===== src/rtl/rv_mem_arbiter.sv =====
// rv_mem_arbiter: shares one unified memory port between the IF fetch stage
// and the MEM load/store stage. Grants are combinational from the registered
// state. Reads are sequenced with a fixed-latency counter. Read data is steered
// back to whichever stage owns the read in flight. A starvation counter lets a
// fetch win over continuous data traffic.

module rv_mem_arbiter #(
  parameter int unsigned ADDR_W     = 64,
  parameter int unsigned MEM_LAT    = 1,
  parameter int unsigned STARVE_MAX = 4
) (
  input  logic              clk,
  input  logic              rstn,

  input  logic              if_req_i,
  input  logic [ADDR_W-1:0] if_addr_i,
  output logic              if_gnt_o,
  output logic              if_rvalid_o,
  output logic [31:0]       if_rdata_o,

  input  logic              d_req_i,
  input  logic              d_we_i,
  input  logic [ADDR_W-1:0] d_addr_i,
  input  logic [63:0]       d_wdata_i,
  input  logic [7:0]        d_strobe_i,
  output logic              d_gnt_o,
  output logic              d_rvalid_o,
  output logic [63:0]       d_rdata_o,

  output logic              mem_en_o,
  output logic              mem_we_o,
  output logic [ADDR_W-1:0] mem_addr_o,
  output logic [63:0]       mem_wdata_o,
  output logic [7:0]        mem_strobe_o,
  input  logic [63:0]       mem_rdata_i,

  output logic              busy_o
);

  localparam int unsigned LAT_W = 3;
  localparam int unsigned STV_W = 4;

  localparam logic S_IDLE = 1'b0;
  localparam logic S_WAIT = 1'b1;

  localparam logic OWN_IF = 1'b0;
  localparam logic OWN_D  = 1'b1;

  logic             state_q,  state_d;
  logic [LAT_W-1:0] lat_q,    lat_d;
  logic [STV_W-1:0] starve_q, starve_d;
  logic             owner_q,  owner_d;
  logic             half_q,   half_d;

  logic             if_gnt_c;
  logic             d_gnt_c;
  logic             rsp_c;
  logic             unused_c;

  // Byte-offset bits of the fetch address are never used: fetch reads the
  // whole 8-byte word and only bit 2 picks the half.
  assign unused_c = ^if_addr_i[1:0];

  // Grant selection: only in IDLE, data wins unless fetch has been starved
  always_comb begin
    if_gnt_c = 1'b0;
    d_gnt_c  = 1'b0;
    if (rstn && (state_q == S_IDLE)) begin
      if (if_req_i && d_req_i) begin
        if (starve_q == STV_W'(STARVE_MAX)) begin
          if_gnt_c = 1'b1;
        end else begin
          d_gnt_c = 1'b1;
        end
      end else if (if_req_i) begin
        if_gnt_c = 1'b1;
      end else if (d_req_i) begin
        d_gnt_c = 1'b1;
      end
    end
  end

  // Response cycle: the last WAIT cycle, when the counter is down to one
  assign rsp_c = rstn && (state_q == S_WAIT) && (lat_q <= LAT_W'(1));

  // Next-state logic for the FSM, latency counter, owner and half-select
  always_comb begin
    state_d = state_q;
    lat_d   = lat_q;
    owner_d = owner_q;
    half_d  = half_q;
    if (state_q == S_IDLE) begin
      if (if_gnt_c) begin
        owner_d = OWN_IF;
        half_d  = if_addr_i[2];
        lat_d   = LAT_W'(MEM_LAT);
        state_d = S_WAIT;
      end else if (d_gnt_c && !d_we_i) begin
        owner_d = OWN_D;
        lat_d   = LAT_W'(MEM_LAT);
        state_d = S_WAIT;
      end
    end else begin
      lat_d = lat_q - LAT_W'(1);
      if (lat_q <= LAT_W'(1)) begin
        lat_d   = '0;
        state_d = S_IDLE;
      end
    end
  end

  // Starvation counter: counts denied fetch cycles, saturating, cleared on grant
  always_comb begin
    starve_d = starve_q;
    if (if_gnt_c) begin
      starve_d = '0;
    end else if (if_req_i && (starve_q != STV_W'(STARVE_MAX))) begin
      starve_d = starve_q + STV_W'(1);
    end
  end

  // State registers with asynchronous active-low reset
  always_ff @(posedge clk or negedge rstn) begin
    if (!rstn) begin
      state_q  <= S_IDLE;
      lat_q    <= '0;
      starve_q <= '0;
      owner_q  <= OWN_IF;
      half_q   <= 1'b0;
    end else begin
      state_q  <= state_d;
      lat_q    <= lat_d;
      starve_q <= starve_d;
      owner_q  <= owner_d;
      half_q   <= half_d;
    end
  end

  // Memory port mux: driven from the granted requester, all zero otherwise
  always_comb begin
    mem_en_o     = 1'b0;
    mem_we_o     = 1'b0;
    mem_addr_o   = '0;
    mem_wdata_o  = '0;
    mem_strobe_o = '0;
    if (if_gnt_c) begin
      mem_en_o   = 1'b1;
      mem_addr_o = {if_addr_i[ADDR_W-1:3], 3'b000};
    end else if (d_gnt_c) begin
      mem_en_o   = 1'b1;
      mem_addr_o = d_addr_i;
      if (d_we_i) begin
        mem_we_o     = 1'b1;
        mem_wdata_o  = d_wdata_i;
        mem_strobe_o = d_strobe_i;
      end
    end
  end

  assign if_gnt_o    = if_gnt_c;
  assign d_gnt_o     = d_gnt_c;

  assign if_rvalid_o = rsp_c && (owner_q == OWN_IF);
  assign d_rvalid_o  = rsp_c && (owner_q == OWN_D);

  // Read data steering; zero outside the owner's response cycle
  assign if_rdata_o  = !if_rvalid_o ? 32'd0 :
                       (half_q ? mem_rdata_i[63:32] : mem_rdata_i[31:0]);
  assign d_rdata_o   = d_rvalid_o ? mem_rdata_i : 64'd0;

  assign busy_o      = rstn && (state_q == S_WAIT);

endmodule


===== config.mk =====
export PLATFORM = sky130hd
export DESIGN_NAME = rv_mem_arbiter
export DESIGN_NICKNAME = d
export VERILOG_FILES = /design/src/rtl/rv_mem_arbiter.sv
export SDC_FILE = /design/constraint.sdc
export NUM_CORES = 1
export LEC_CHECK = 0
export CAP_MARGIN = 20
export CORE_AREA = 2 2 200 202
export CTS_BUF_LIST = sky130_fd_sc_hd__clkbuf_4
export DETAILED_ROUTE_END_ITERATION = 10
export DIE_AREA = 0 0 202 204
export GPL_ROUTABILITY_DRIVEN = 0
export GPL_TIMING_DRIVEN = 0
export PLACE_DENSITY_LB_ADDON = 0.1
export SYNTH_ARGS = -nofsm -noshare
export SYNTH_HDL_FRONTEND = slang
export SYNTH_SLANG_ARGS = --single-unit
export TNS_END_PERCENT = 5

===== constraint.sdc =====
create_clock -name clk -period 3.24 [get_ports clk]
set_input_delay 0.972 -clock clk [delete_from_list [all_inputs] [get_ports clk]]
set_output_delay 0.972 -clock clk [all_outputs]
set_load 0.02 [all_outputs]

==> key figures, run 1 <==
Global routing
  – Met2 Usage GRT: a little over a fifth
  – Initial antenna violation count: 5
  – GR peak layer: met2
  – Largest net degree at the start of global routing: 16
  – Met3 Track Usage GR: just under 4%
  – Met1 usage: 13.6%
  – Global Route Usage Sum: between 10% and 20%
  – Grt total ovfl: 0
  – Global-route wire length before repair: 37100 µm
  – Vias in the first global route: ~5400

Pwr
  – Static Leak: between 3 and 4 nW
  – Pwr Total: 1.72 mW
  – Pwr per Cell Area: 202 mW/mm²
  – Peak VDD IR: 83.6 µV

Place
  – PortBufs: 504
  – Hpwl dp: 22800 µm
  – Pre-CTS setup slack: -1760 ps

Drt
  – Wire per inst: 17.4 µm
  – Vias: around 5400
  – Vias per cell: 3.49
  – WL final: 26900 µm
  – DRT antenna net count: 0
  – DRC viols: 0
  – Iter 0 DRT Violations: between 150 and 200
  – Initial DRT Pass Iterations: 4

Synthesis
  – Number of synthesized register bits: 10
  – Unique masters post-synth: 39
  – Avg Inst Size Synth: between 6 and 7 µm²
  – Synth Cell Area: roughly 0.0031 mm²
  – Synth Area in Adders: 1.20%
  – Post-synthesis xor/xnor area fraction: 0%
  – Compound-gate portion of the synthesized area: around 15%
  – Syn Nets: approximately 780
  – Combinational family with the most area after synthesis: simple AND/OR/NAND/NOR gates
  – Mux cell area share after synthesis: between 10% and 20%
  – Yosys Warn Count: 0
  – Dominant cell type by area after synthesis: and2_1
  – Yosys top cell area share: between 20% and 30%
  – Simple-gate share of the synthesized area: around 55%
  – Sequential area share after synthesis: approximately 8.0%
  – Cells after Synth: just over 500
  – Area contributors post-synth: and2_1 (27%), nand2_1 (15%), o22ai_1 (12%), mux2i_1 (11%), dfrtp_1 (8.0%)

Timing
  – Worst Skew: 5.28 ps
  – Final hold viol count: 0
  – Setup violators final: 0
  – Period minus WS final: 3190 ps
  – Max Slew Vio Count: 0
  – Final TNS setup: 0 ps
  – RSZ-0062 raised after global routing: yes
  – Worst-margin pin slew: 827 ps
  – Fmax: between 300 and 400 MHz
  – Slew margin rel.: 44.8%
  – Final WS setup: approximately 54 ps
  – Final period util: a little over nine tenths

Critical path
  – Slowest-stage cell, CP: and4_4
  – CP bufs+invs: 4
  – Critical Path Sink Type: output port
  – Crit path arrival time: around 2200 ps
  – Worst path required time: roughly 2300 ps
  – Max incr delay on CP: about 290 ps
  – CP Max Fanout: 10
  – Worst path cell trace: clkdlybuf4s15_2 > nand4b_1 > and4_4 > buf_8 > buf_4 > and2_1 > buf_2
  – Crit Path Class: input port to output port
  – Crit start category: input port
  – Largest delay share family, worst path: buffers and inverters

Clocking
  – Number of H-tree levels: 1
  – Clock transition at path regs: 70 ps
  – Clock root cell: clkbuf_4
  – Clock Sinks: 10
  – CTS tree: yes
  – Clock buffer depth: 2
  – Clk_lat worst skew: 270 ps
  – CTS Buf Count: 3

Floorplanning
  – Ports: 508
  – # rows: 73
  – Die height: between 200 and 250 µm
  – Initial core utilization: under 10%
  – Die Wd: between 200 and 250 µm
  – Placeable Area: approximately 0.039 mm²
  – Die area: around 0.041 mm²

Layout
  – Layout area overhead: 171%
  – Layout cells sized above 1: about 29%
  – Final #Nets: around 1300
  – Leading cell type in the layout, fill and taps excluded: clkdlybuf4s50_1
  – Most frequent cells in the layout: clkdlybuf4s50_1 (265), and2_1 (131), nand2_1 (126)

Hold path
  – Min-delay worst type: input port to asynchronous set/reset pin

Flow run
  – Max capacitance violation total: 0

Status
  – Outcome: finished, final reports clean
[logic make-up after synthesis]
| group | after synthesis |
|---|---|
| buffers and inverters | 59 |
| AO/OA/AOI/OAI | 76 |
| adder cells (fa/ha/maj) | 3 |
| AND/OR/NAND/NOR | 325 |
| multiplexers | 34 |
| flip-flops | 10 |
[path summary, 6_finish.rpt]
check | slack (ps) | from | end | depth (start not counted)
max | 50 | if_req_i | mem_wdata_o[57] | 7
min | 490 | rstn | starve_q[3] | 1
max reg2reg | 1540 | starve_q[0] | half_q | 5
min reg2reg | 560 | starve_q[0] | starve_q[0] | 1
max in group asynchronous | 2630 | rstn | starve_q[2] | 1
min in group clk | 560 | starve_q[0] | starve_q[0] | 1
[state kept, by name, indices dropped and copies added, names as in the netlist]
signal / count
starve_q: 4
lat_q: 3
half_q: 1
owner_q: 1
state_q: 1
[cell usage after synthesis]
cell / number
clkbuf_1: 13
nor2b_1: 3
o31a_1: 1
and4b_1: 1
and4_1: 3
nor2_1: 27
nand3_1: 1
o21ai_0: 3
and3_1: 3
o21bai_1: 1
nand3b_1: 2
or3_1: 1
nand2_1: 127
or4_1: 1
and2_1: 137
dfrtp_1: 10
a21oi_1: 4
ha_1: 3
o2bb2ai_1: 2
buf_2: 20
buf_6: 4
nor3_1: 1
inv_1: 7
buf_1: 6
buf_4: 1
nor2_2: 3
nor3b_1: 1
a22o_1: 1
mux2_2: 1
a211oi_1: 1
mux2i_1: 33
o22ai_1: 62
buf_12: 1
nor2_4: 10
nand4b_1: 1
nand2_2: 1
a211o_1: 1
clkbuf_2: 7
nand2b_1: 2
[repair_timing]
action                     4_1_cts  5_1_grt
pin swaps                        3        2
gates resized for setup        865      152
hold buffers                     0        0
setup endpoints to repair      239      144
gates cloned                     1        0
setup buffers                    3        0
[metrics by stage]
stage | util (%) | hold WS (ps) | area, µm² | instances
2_1_floorplan | - | 497 | 3130 | 507
3_3_place_gp | 22.5 | 554 | 8830 | 1536
3_5_place_dp | 22.5 | 551 | 8830 | 1536
4_1_cts | 21.6 | 488 | 8440 | 1543
5_1_grt | 21.7 | 468 | 8490 | 1545
6_report | 21.7 | 490 | 8490 | 1546
[area by class of cell]
type / count / area (µm²)
multi-input cells: 438 / 2690
flip-flops and latches: 10 / 250
fillers: 4467 / 30700
plain buffers: 52 / 536
clock buffers: 3 / 22.5
diodes: 3 / 7.51
repair buffers: 508 / 4300
inverters: 7 / 26.3
well taps: 525 / 657
[per-layer routing]
metal,routed length (µm),vias up,share of wire [%]
li1,-,2714,-
met1,10400,2384,39
met2,13600,276,51
met3,2580,12,9.6
met4,285,2,1.1
met5,13,-,0.048
[power breakdown]
part | switching, mW | internal (mW)
sequential | 0.0311 | 0.155
combinational | 0.715 | 0.726
clock | 0.0472 | 0.0430
total | 0.793 | 0.924
Power figures use the tool's default switching activity.
==> inputs of run 2 (changes only) <==
- ABC_AREA: unset -> 1
- CORE_AREA: 2 2 200 202 -> 2 2 196 198
- DIE_AREA: 0 0 202 204 -> 0 0 198 200
==> run 2 against run 1 <==
Effect of this change: the run now ends with setup timing left; critical endpoint is now mem_wdata_o[44]; worst setup slack got worse by 66 ps; combinational power is 5% higher; cell count grew 11%; synthesized area decreased by 2.0%; synthesized cell count grew 35%; fmax down 2.0%; sequential power is 3% higher.
==> key figures, run 2 <==
Status
  – Outcome: complete, but fails checks
  – Failing checks: setup timing

Global routing
  – Global-route wire length before repair: ~36000 µm
  – Initial antenna violation count: 2
  – Vias in the first global route: about 5700
  – Grt total ovfl: 0
  – Global Route Usage Sum: about an eighth
  – Largest net degree at the start of global routing: 13

Synthesis
  – Cells after Synth: 682
  – Yosys Warn Count: 0
  – Sequential area share after synthesis: around 8.2%
  – Unique masters post-synth: 23
  – Count leader, synth: nand2_1
  – Avg Inst Size Synth: about 4.5 µm²
  – Yosys top cell area share: approximately a third
  – Area contributors post-synth: nand2_1 (34%), nor2_1 (25%), inv_1 (9.7%), dfrtp_1 (8.2%), a21oi_1 (5.4%)
  – Dominant cell type by area after synthesis: nand2_1
  – Synth Cell Area: approximately 0.0031 mm²
  – Number of synthesized register bits: 10
  – Syn Nets: ~950
  – Ys async rst share: 100%
  – Post-synth EDFFs: 0
  – Synth Flop Type: dfrtp_1
  – Synth cell count leaders: nand2_1 (275), nor2_1 (207), inv_1 (79)

Pwr
  – Register share of total power: between 10% and 20%
  – Net Sw Frac: 51.0%
  – Clock power share: 5.1%
  – Comb power frac: about 84%
  – Pwr Total: 1.80 mW
  – Pwr per Cell Area: about 220 mW/mm²
  – Internal power: 0.881 mW
  – Peak VDD IR: roughly 81 µV
  – Switch Pwr: around 0.9 mW
  – Static Leak: between 4 and 5 nW

Hold path
  – Min-delay worst type: input port to asynchronous set/reset pin

Critical path
  – Critical path launch point: if_req_i
  – Crit start category: input port
  – Flop2flop setup slack: roughly 1700 ps
  – Reg-to-reg endpoint: lat_q[1]
  – Worst path required time: around 2300 ps
  – Crit path arrival time: between 2000 and 2500 ps
  – CP Capture Point: mem_wdata_o[44]
  – Worst r2r src: starve_q[0]
  – Critical Path Sink Type: output port
  – Crit Path Class: input port to output port
  – CP Max Fanout: 10
  – Length in cells of the worst reg-to-reg path: 8

Clocking
  – Number of H-tree levels: 1
  – CTS Buf Count: 3
  – Clock transition at path regs: ~70 ps
  – CTS tree: yes
  – Clock root cell: clkbuf_4
  – Clock Sinks: 10
  – Clock buffer depth: 2
  – Clk_lat worst skew: between 200 and 300 ps

Layout
  – Leading cell type in the layout, fill and taps excluded: nand2_1
  – Fillers: 4397
  – Multi-input gate area: 0.00221 mm²
  – Top Registers: starve_q (4), lat_q (3)
  – Final #Nets: 1471
  – Most frequent cells in the layout: nand2_1 (273), clkdlybuf4s50_1 (264), nor2_1 (203)
  – Layout area overhead: 165%
  – Layout cells sized above 1: 24.7%
  – Seq. cell area: approximately 250 µm²
  – Biggest register: starve_q
  – Largest register FFs: 4

Floorplanning
  – Die area: approximately 0.040 mm²
  – Die height: around 200 µm
  – Initial core utilization: under 10%
  – Ports: between 500 and 600
  – Placeable Area: between 0.03 and 0.04 mm²
  – Die Wd: 198 µm
  – # rows: 71

Timing
  – Final hold viol count: 0
  – RSZ-0062 raised after global routing: yes
  – Worst-margin pin slew: between 600 and 700 ps
  – Max Slew Vio Count: 0
  – Setup violators final: 8
  – Slew margin rel.: 57.2%
  – Fmax: between 300 and 400 MHz
  – Worst Skew: approximately 1.9 ps
  – Fin Hold WS: ~500 ps
  – Period minus WS final: 3250 ps
  – Final WS setup: -11.6 ps
  – Final period util: 100%

Drt
  – DRC viols: 0
  – Vias: between 5000 and 6000
  – DRT antenna net count: 0
  – Vias per cell: 3.41
  – WL final: ~27000 µm
  – Initial DRT Pass Iterations: 4
  – Iter 0 DRT Violations: 130
  – Wire per inst: 15.7 µm

Place
  – PortBufs: 505
  – Pre-CTS setup slack: -1450 ps
  – Hpwl dp: around 23000 µm

Flow run
  – Max capacitance violation total: 0
==> run 2: cell count changes in the layout (fill, tap and decap cells not counted), moves of 10 or more <==
cell	before	now
nand2_1	126	273
a21oi_1	4	33
clkbuf_2	35	80
nor2_1	25	203
clkdlybuf4s15_1	13	3
buf_2	99	119
clkdlybuf4s15_2	4	22
dlygate4sd2_1	25	10
o22ai_1	52	0
buf_4	69	14
mux2i_1	33	0
inv_1	7	78
and2_1	131	0
==> run 2: logic make-up after synthesis <==
group	Yosys count	share of synthesized area (%)
buf+inv	129	21.5
simple gates	502	62.7
fa+ha+maj	3	1.22
compound gates	36	5.88
flops	10	8.16
xor+xnor	2	0.571
==> run 2: worst min path at each step <==
stage / from / to / slack (ps) / cells after the start
floorplan: starve_q[1] / starve_q[1] / 520 / 2
global placement: starve_q[1] / starve_q[1] / 550 / 2
detailed placement: starve_q[1] / starve_q[1] / 560 / 2
CTS: rstn / lat_q[0] / 490 / 1
global route: rstn / lat_q[0] / 480 / 1
finish: rstn / starve_q[3] / 500 / 1
==> run 2: critical path, stage by stage <==
cell and delay, ps:
dlygate4sd2_1 260, nand4_1 200, nand2_8 150, buf_12 180, buf_6 130, nor2_1 90
clkdlybuf4s15_2 270
==> run 2: stage by stage <==
stage | TNS [ps] | instance area [µm²] | instances | util, %
final | -45.8 | 8120 | 1711 | 21.7
after global routing | -783 | 8120 | 1710 | 21.7
after CTS | -1100 | 8450 | 1708 | 22.6
after detailed placement | -279450 | 8760 | 1698 | 23.4
after global placement | -280700 | 8760 | 1698 | 23.4
after floorplan | 0 | 3070 | 682 | -
==> run 2: cell type report <==
type                            count  area share [%]
Clock inverter                      1          0.0462
Sequential cell                    10            3.08
Timing Repair inverter              2           0.216
Buffer                             45            5.99
Clock buffer                        3           0.277
Multi-Input combinational cell    543            27.2
Tap cell                          511            7.87
Inverter                           84            4.10
Timing Repair Buffer              510            51.2
Antenna cell                        2          0.0616
==> run 2: power by group through the flow <==
stage          Sequential, mW  Combinational (mW)  Clock [mW]
5_1_grt                 0.200                1.66       0.108
4_1_cts                 0.193                1.56      0.0978
6_report                0.193                1.51      0.0914
2_1_floorplan           0.187               0.740           0
3_3_place_gp            0.194                1.62           0
3_5_place_dp            0.193                1.61           0
==> run 2: timing repair <==
action                                  4_1_cts  5_1_grt
gates resized for setup                     729      190
gates cloned                                  3        0
endpoints found under the setup margin      239      158
pin swaps                                     4        2
hold buffers                                  0        0
setup buffers                                 3        1
==> run 2: metal layers <==
layer	vias up	track usage, %	share of wire [%]
li1	3021	-	-
met1	2520	12.8	37
met2	285	24.4	53
met3	6	3.85	9.4
met4	0	1.14	0.58
met5	-	0	0
